==> src/rtl/ip_header_parser.sv <==
// IPv4 receive header parser: validates the fixed 20-byte header, publishes its fields and forwards the payload bytes.
// Define IP_HEADER_PARSER_CHECKSUM_EN to build the header checksum check; without it the checksum is not examined.
module ip_header_parser (
    input  logic        clk,
    input  logic        areset,
    output logic        axis_i_tready,
    input  logic        axis_i_tvalid,
    input  logic        axis_i_tlast,
    input  logic [7:0]  axis_i_tdata,
    input  logic        axis_o_tready,
    output logic        axis_o_tvalid,
    output logic        axis_o_tlast,
    output logic [7:0]  axis_o_tdata,
    output logic [31:0] hdr_src_ip,
    output logic [31:0] hdr_dest_ip,
    output logic [7:0]  hdr_protocol,
    output logic [15:0] hdr_payload_length,
    output logic        hdr_valid,
    output logic        drop,
    output logic        truncated
);

    localparam logic [1:0]  ST_HEADER     = 2'd0;
    localparam logic [1:0]  ST_PAYLOAD    = 2'd1;
    localparam logic [1:0]  ST_TRIM       = 2'd2;
    localparam logic [4:0]  LAST_HDR_BYTE = 5'd19;
    localparam logic [15:0] HDR_LEN       = 16'd20;

    logic [1:0]  state;
    logic [4:0]  byte_cnt;
    logic [15:0] pay_cnt;
    logic [7:0]  prev_byte;
    logic [7:0]  sh_version;
    logic [15:0] sh_total_len;
    logic        sh_frag_ok;
    logic [7:0]  sh_protocol;
    logic [31:0] sh_src;
    logic [15:0] sh_dest_hi;

    logic        in_fire;
    logic        hdr_byte_fire;
    logic        hdr_last_byte;
    logic        hdr_pass;
    logic        csum_ok;
    logic [15:0] cur_word;
    logic [15:0] pay_len_calc;

    // Decode of the byte currently offered; cur_word pairs it with the preceding even byte.
    always_comb begin
        in_fire       = axis_i_tvalid & axis_i_tready;
        hdr_byte_fire = in_fire & (state == ST_HEADER);
        hdr_last_byte = (byte_cnt == LAST_HDR_BYTE);
        cur_word      = {prev_byte, axis_i_tdata};
        pay_len_calc  = sh_total_len - HDR_LEN;
        hdr_pass      = (sh_version == 8'h45) & (sh_total_len >= HDR_LEN) & sh_frag_ok & csum_ok;
    end

`ifdef IP_HEADER_PARSER_CHECKSUM_EN
    logic [15:0] csum;

    function automatic logic [15:0] ones_add(input logic [15:0] a, input logic [15:0] b);
        logic [16:0] sum;
        sum = {1'b0, a} + {1'b0, b};
        return sum[15:0] + {15'd0, sum[16]};
    endfunction

    // Running ones'-complement sum of completed words; restarts on the first word of each header.
    always_ff @(posedge clk or posedge areset) begin
        if (areset) begin
            csum <= 16'h0000;
        end else if (hdr_byte_fire && byte_cnt[0]) begin
            csum <= ones_add((byte_cnt == 5'd1) ? 16'h0000 : csum, cur_word);
        end
    end

    assign csum_ok = (ones_add(csum, cur_word) == 16'hFFFF);
`else
    assign csum_ok = 1'b1;
`endif

    // Stream handshakes: header and trim bytes are always taken, payload is a straight pass-through.
    always_comb begin
        axis_i_tready = 1'b0;
        axis_o_tvalid = 1'b0;
        axis_o_tlast  = 1'b0;
        axis_o_tdata  = axis_i_tdata;
        if (areset) begin
            axis_i_tready = 1'b0;
        end else begin
            case (state)
                ST_HEADER: begin
                    axis_i_tready = 1'b1;
                end
                ST_PAYLOAD: begin
                    axis_i_tready = axis_o_tready;
                    axis_o_tvalid = axis_i_tvalid;
                    axis_o_tlast  = (pay_cnt == 16'd1) | axis_i_tlast;
                end
                ST_TRIM: begin
                    axis_i_tready = 1'b1;
                end
                default: begin
                    axis_i_tready = 1'b0;
                end
            endcase
        end
    end

    // Shadow copies of the header fields, filled as the header bytes go by.
    always_ff @(posedge clk or posedge areset) begin
        if (areset) begin
            prev_byte    <= 8'h00;
            sh_version   <= 8'h00;
            sh_total_len <= 16'h0000;
            sh_frag_ok   <= 1'b0;
            sh_protocol  <= 8'h00;
            sh_src       <= 32'h0000_0000;
            sh_dest_hi   <= 16'h0000;
        end else if (hdr_byte_fire) begin
            prev_byte <= axis_i_tdata;
            case (byte_cnt)
                5'd0:    sh_version     <= axis_i_tdata;
                5'd3:    sh_total_len   <= cur_word;
                // prev_byte[5] is MF, prev_byte[4:0] the upper fragment-offset bits.
                5'd7:    sh_frag_ok     <= (prev_byte[5:0] == 6'd0) && (axis_i_tdata == 8'h00);
                5'd9:    sh_protocol    <= axis_i_tdata;
                5'd13:   sh_src[31:16]  <= cur_word;
                5'd15:   sh_src[15:0]   <= cur_word;
                5'd17:   sh_dest_hi     <= cur_word;
                default: sh_dest_hi     <= sh_dest_hi;
            endcase
        end
    end

    // Frame sequencing, published header fields and status pulses.
    always_ff @(posedge clk or posedge areset) begin
        if (areset) begin
            state              <= ST_HEADER;
            byte_cnt           <= 5'd0;
            pay_cnt            <= 16'd0;
            hdr_src_ip         <= 32'h0000_0000;
            hdr_dest_ip        <= 32'h0000_0000;
            hdr_protocol       <= 8'h00;
            hdr_payload_length <= 16'h0000;
            hdr_valid          <= 1'b0;
            drop               <= 1'b0;
            truncated          <= 1'b0;
        end else begin
            hdr_valid <= 1'b0;
            drop      <= 1'b0;
            truncated <= 1'b0;
            case (state)
                ST_HEADER: begin
                    if (in_fire) begin
                        if (hdr_last_byte) begin
                            byte_cnt <= 5'd0;
                            if (hdr_pass) begin
                                hdr_src_ip         <= sh_src;
                                hdr_dest_ip        <= {sh_dest_hi, cur_word};
                                hdr_protocol       <= sh_protocol;
                                hdr_payload_length <= pay_len_calc;
                                hdr_valid          <= 1'b1;
                                pay_cnt            <= pay_len_calc;
                                if (axis_i_tlast) begin
                                    state <= ST_HEADER;
                                end else if (pay_len_calc != 16'd0) begin
                                    state <= ST_PAYLOAD;
                                end else begin
                                    state <= ST_TRIM;
                                end
                            end else begin
                                drop  <= 1'b1;
                                state <= axis_i_tlast ? ST_HEADER : ST_TRIM;
                            end
                        end else if (axis_i_tlast) begin
                            // Frame shorter than a header: discard and resynchronise on the next frame.
                            drop     <= 1'b1;
                            byte_cnt <= 5'd0;
                        end else begin
                            byte_cnt <= byte_cnt + 5'd1;
                        end
                    end
                end
                ST_PAYLOAD: begin
                    if (in_fire) begin
                        pay_cnt <= pay_cnt - 16'd1;
                        if (axis_i_tlast) begin
                            state     <= ST_HEADER;
                            truncated <= (pay_cnt > 16'd1);
                        end else if (pay_cnt == 16'd1) begin
                            // Anything after the declared length is link-layer padding.
                            state <= ST_TRIM;
                        end
                    end
                end
                ST_TRIM: begin
                    if (in_fire && axis_i_tlast) begin
                        state <= ST_HEADER;
                    end
                end
                default: begin
                    state    <= ST_HEADER;
                    byte_cnt <= 5'd0;
                end
            endcase
        end
    end

endmodule

==> config.mk <==
export PLATFORM = sky130hd
export DESIGN_NAME = ip_header_parser
export DESIGN_NICKNAME = d
export VERILOG_FILES = /design/src/rtl/ip_header_parser.sv
export SDC_FILE = /design/constraint.sdc
export NUM_CORES = 1
export LEC_CHECK = 0
export ABC_AREA = 1
export CORE_MARGIN = 2
export CORE_UTILIZATION = 56
export DETAILED_ROUTE_END_ITERATION = 12
export PLACE_DENSITY = 0.8
export SETUP_SLACK_MARGIN = 0.3
export SLEW_MARGIN = 20
export SYNTH_ARGS = -nofsm -noshare
export SYNTH_HDL_FRONTEND = slang
export SYNTH_SLANG_ARGS = --single-unit
==> constraint.sdc <==
create_clock -name clk -period 8 [get_ports clk]
set_clock_uncertainty 0.2 [all_clocks]
set_input_delay 1.6 -clock clk [delete_from_list [all_inputs] [get_ports clk]]
set_output_delay 1.6 -clock clk [all_outputs]
set_load 0.05 [all_outputs]
==> flow_summary.toml <==
[outcome]
outcome = "completed"

[power_and_ir_drop]
p_leak_nw = 5.36
ir_worst_vdd_mv = 0.200
powerDensity_mw_per_mm2 = 236

[placed_design]
place_congestion = 0.835
port_buffers = 114
placed_area_mm2 = 0.0105
dp_hpwl_um = 14100

[setup_path]
crit_start = "state[1]$_DFFE_PP0P_"
cp_max_fo = 25
r2r-end = "hdr_payload_length[14]$_DFFE_PP0P_"
regToRegSetupSlack_ns = 4.27
required_ns = 6.20
critPathArrivalTime_ns = 3.47
crit_path_end_kind = "primary output"
r2r-start = "state[1]$_DFFE_PP0P_"
critical_path_class = "register to primary output"
reg2regPathDepth = 10
endpoint = "axis_o_tlast"
critPathLaunchType = "register"

[routing]
routed_wl_um = 21400
dr.pass1.iters = 5
drt_first_iter_violations = 513
antenna_left = 0
via_per_inst = 5.24
vias = 7139
wl_per_cell_um = 15.7
drc_errors = 0

[cells_and_area]
nets = 1154
syn2layout_area_growth_pct = 18.8
antenna_cells = 0
fillers = 1317
layout-drive-gt1-share_pct = 13.8
final_area_mm2 = 0.0112

[worst_hold_path]
hold_class = "register to register"

[synthesis]
synthSimpleGateAreaFrac_pct = 20.3
synth_top_family_by_area = "simple AND/OR/NAND/NOR gates"
syn-num-nets = 1062
syn-instance-count = 1037
post_synth.cell_area_avg_um2 = 9.13
synth_compound_area_share_pct = 14.7
synthAdderAreaFrac_pct = 1.59
ys_ff_latch = 203
async_flop_share_pct = 100
ys.warnings.count = 0
synth_flop_cell = "dfrtp_1"
synth_mux_area_share_pct = 0
synth_cell_types = 45
syn_area_mm2 = 0.00946
synth-edff-count = 0
ys_seq_area_share_pct = 53.7
synth_xor_area_share_pct = 0.555

[global_routing]
grt-ovfl-total = 0
track_usage_pct = 24.8
grt_max_degree = 149
grt_pass1_vias = 6919
antenna_found_initial = 0
grt_pass1_wl_um = 35500

[die]
ios = 115
core_area_mm2 = 0.0165
start_util_pct = 57.3
die_h_um = 134
fp-row-count = 47
die_w_um = 134
die_area_mm2 = 0.0180

[sta]
worst_pin_slew_ns = 1.13
holdWs_ns = 0.272
period_share_pct = 65.9
slew_violations = 0
final.setup.tns_ns = 0
hold_viol_final = 0
setup_viol = 0
slew_headroom_pct = 24.5
fmax_mhz = 190
min_period_ns = 5.27
rsz0062_at_grt = "false"

[clocking]
path_clk_slew_ns = 0.06
post_cts_buffers = 0
cts_hold_buf = 0
htreeDepth = 1
clockBufferDepth = 3
clkSinkCount = 203
cts_resized = 0
clockRootBuffer = "clkbuf_16"
clk_latency_ns = 0.52
cts_tree = "yes"
cts_made_buffers = 22

[run]
maxCapViolCount = 0
## layout by cell type (no fill, tap or decap), types with 15 or more instances in the layout
cell type | netlist | routed
nand2_1 | 315 | 315
dfrtp_1 | 203 | 203
clkdlybuf4s50_1 | 0 | 114
inv_1 | 111 | 110
o21ai_0 | 89 | 89
o21ai_2 | 87 | 87
nor2_1 | 46 | 46
nand3_1 | 31 | 31
clkbuf_16 | 0 | 22
o21ai_1 | 15 | 15
## logic make-up after synthesis
logic type	Yosys count
and+or+nand+nor	439
xor gates and xnor gates	6
AOI/OAI and AO/OA	209
DFF	203
buffers and inverters	168
adders and majority gates	12
## registers in the layout, indices dropped and copies added, names as in the netlist
| signal | flops |
|---|---|
| byte_cnt | 5 |
| drop | 1 |
| hdr_dest_ip | 32 |
| hdr_payload_length | 16 |
| hdr_protocol | 8 |
| hdr_src_ip | 32 |
| hdr_valid | 1 |
| pay_cnt | 16 |
| prev_byte | 8 |
| sh_dest_hi | 16 |
| sh_frag_ok | 1 |
| sh_protocol | 8 |
| sh_src | 32 |
| sh_total_len | 16 |
| sh_version | 8 |
| state | 2 |
| truncated | 1 |
## area by class of cell
type | count | area, um^2 | area share, %
Clock buffer | 31 | 624 | 5.55
Inverter | 119 | 462 | 4.11
Sequential cell | 203 | 5080 | 45.2
Tap cell | 220 | 275 | 2.45
Multi-Input combinational cell | 666 | 3520 | 31.3
Clock inverter | 7 | 100 | 0.890
Timing Repair Buffer | 117 | 1180 | 10.5
## critical path, stage by stage (launching register included)
cell             delay (ns)
dfrtp_1                0.41
inv_1                  0.09
ha_1                   0.64
inv_1                  0.56
a211oi_1               0.38
clkdlybuf4s50_1        0.87
## routing by layer
metal	GRT usage [%]	wire (um)	up-vias
li1	-	-	3486
met1	33.5	9220	3415
met2	41.4	10600	197
met3	4.42	1150	41
met4	7.03	510	0
met5	0	0	-
## synth_stat cells, drive strengths merged (2+ instances only)
cell type / count / area, um^2
clkbuf: 5 / 18.8
nor3: 8 / 67.6
xor2: 4 / 35.0
or2: 2 / 12.5
nand2: 321 / 1230
ha: 12 / 150
nor3b: 2 / 20.0
o21ai: 191 / 1280
xnor2: 2 / 17.5
buf: 44 / 402
inv: 118 / 450
nand3: 35 / 210
nor4: 4 / 25.0
a21oi: 12 / 60.1
dfrtp: 203 / 5080
nor2: 56 / 269
nand4: 9 / 62.6
## through the flow
step / worst slack [ns] / total power, mW / cells / util [%]
3_5_place_dp: 2.82 / 1.65 / 1324 / 63.5
2_1_floorplan: 0.661 / 1.52 / 1037 / -
6_report: 2.73 / 2.65 / 1363 / 68.0
4_1_cts: 2.80 / 2.67 / 1362 / 67.9
5_1_grt: 2.50 / 2.80 / 1363 / 68.0
3_3_place_gp: 2.85 / 1.64 / 1324 / 63.5
## worst min path at each step
stage | startpoint | to | cells past startpoint
floorplan | sh_src[0]$_DFFE_PP0P_ | hdr_src_ip[0]$_DFFE_PP0P_ | 2
global placement | sh_src[12]$_DFFE_PP0P_ | hdr_src_ip[12]$_DFFE_PP0P_ | 2
detailed placement | sh_src[0]$_DFFE_PP0P_ | hdr_src_ip[0]$_DFFE_PP0P_ | 2
CTS | sh_src[12]$_DFFE_PP0P_ | hdr_src_ip[12]$_DFFE_PP0P_ | 2
global route | sh_src[0]$_DFFE_PP0P_ | sh_src[0]$_DFFE_PP0P_ | 2
finish | sh_src[4]$_DFFE_PP0P_ | hdr_src_ip[4]$_DFFE_PP0P_ | 2
## power breakdown
part	switching [mW]	internal [mW]	leakage, nW	total, mW
registers	0.0654	1.09	2.60	1.15
clock network	0.401	0.609	0.357	1.01
logic	0.334	0.156	2.41	0.490
Note: power is estimated with default switching activity, not from simulation.
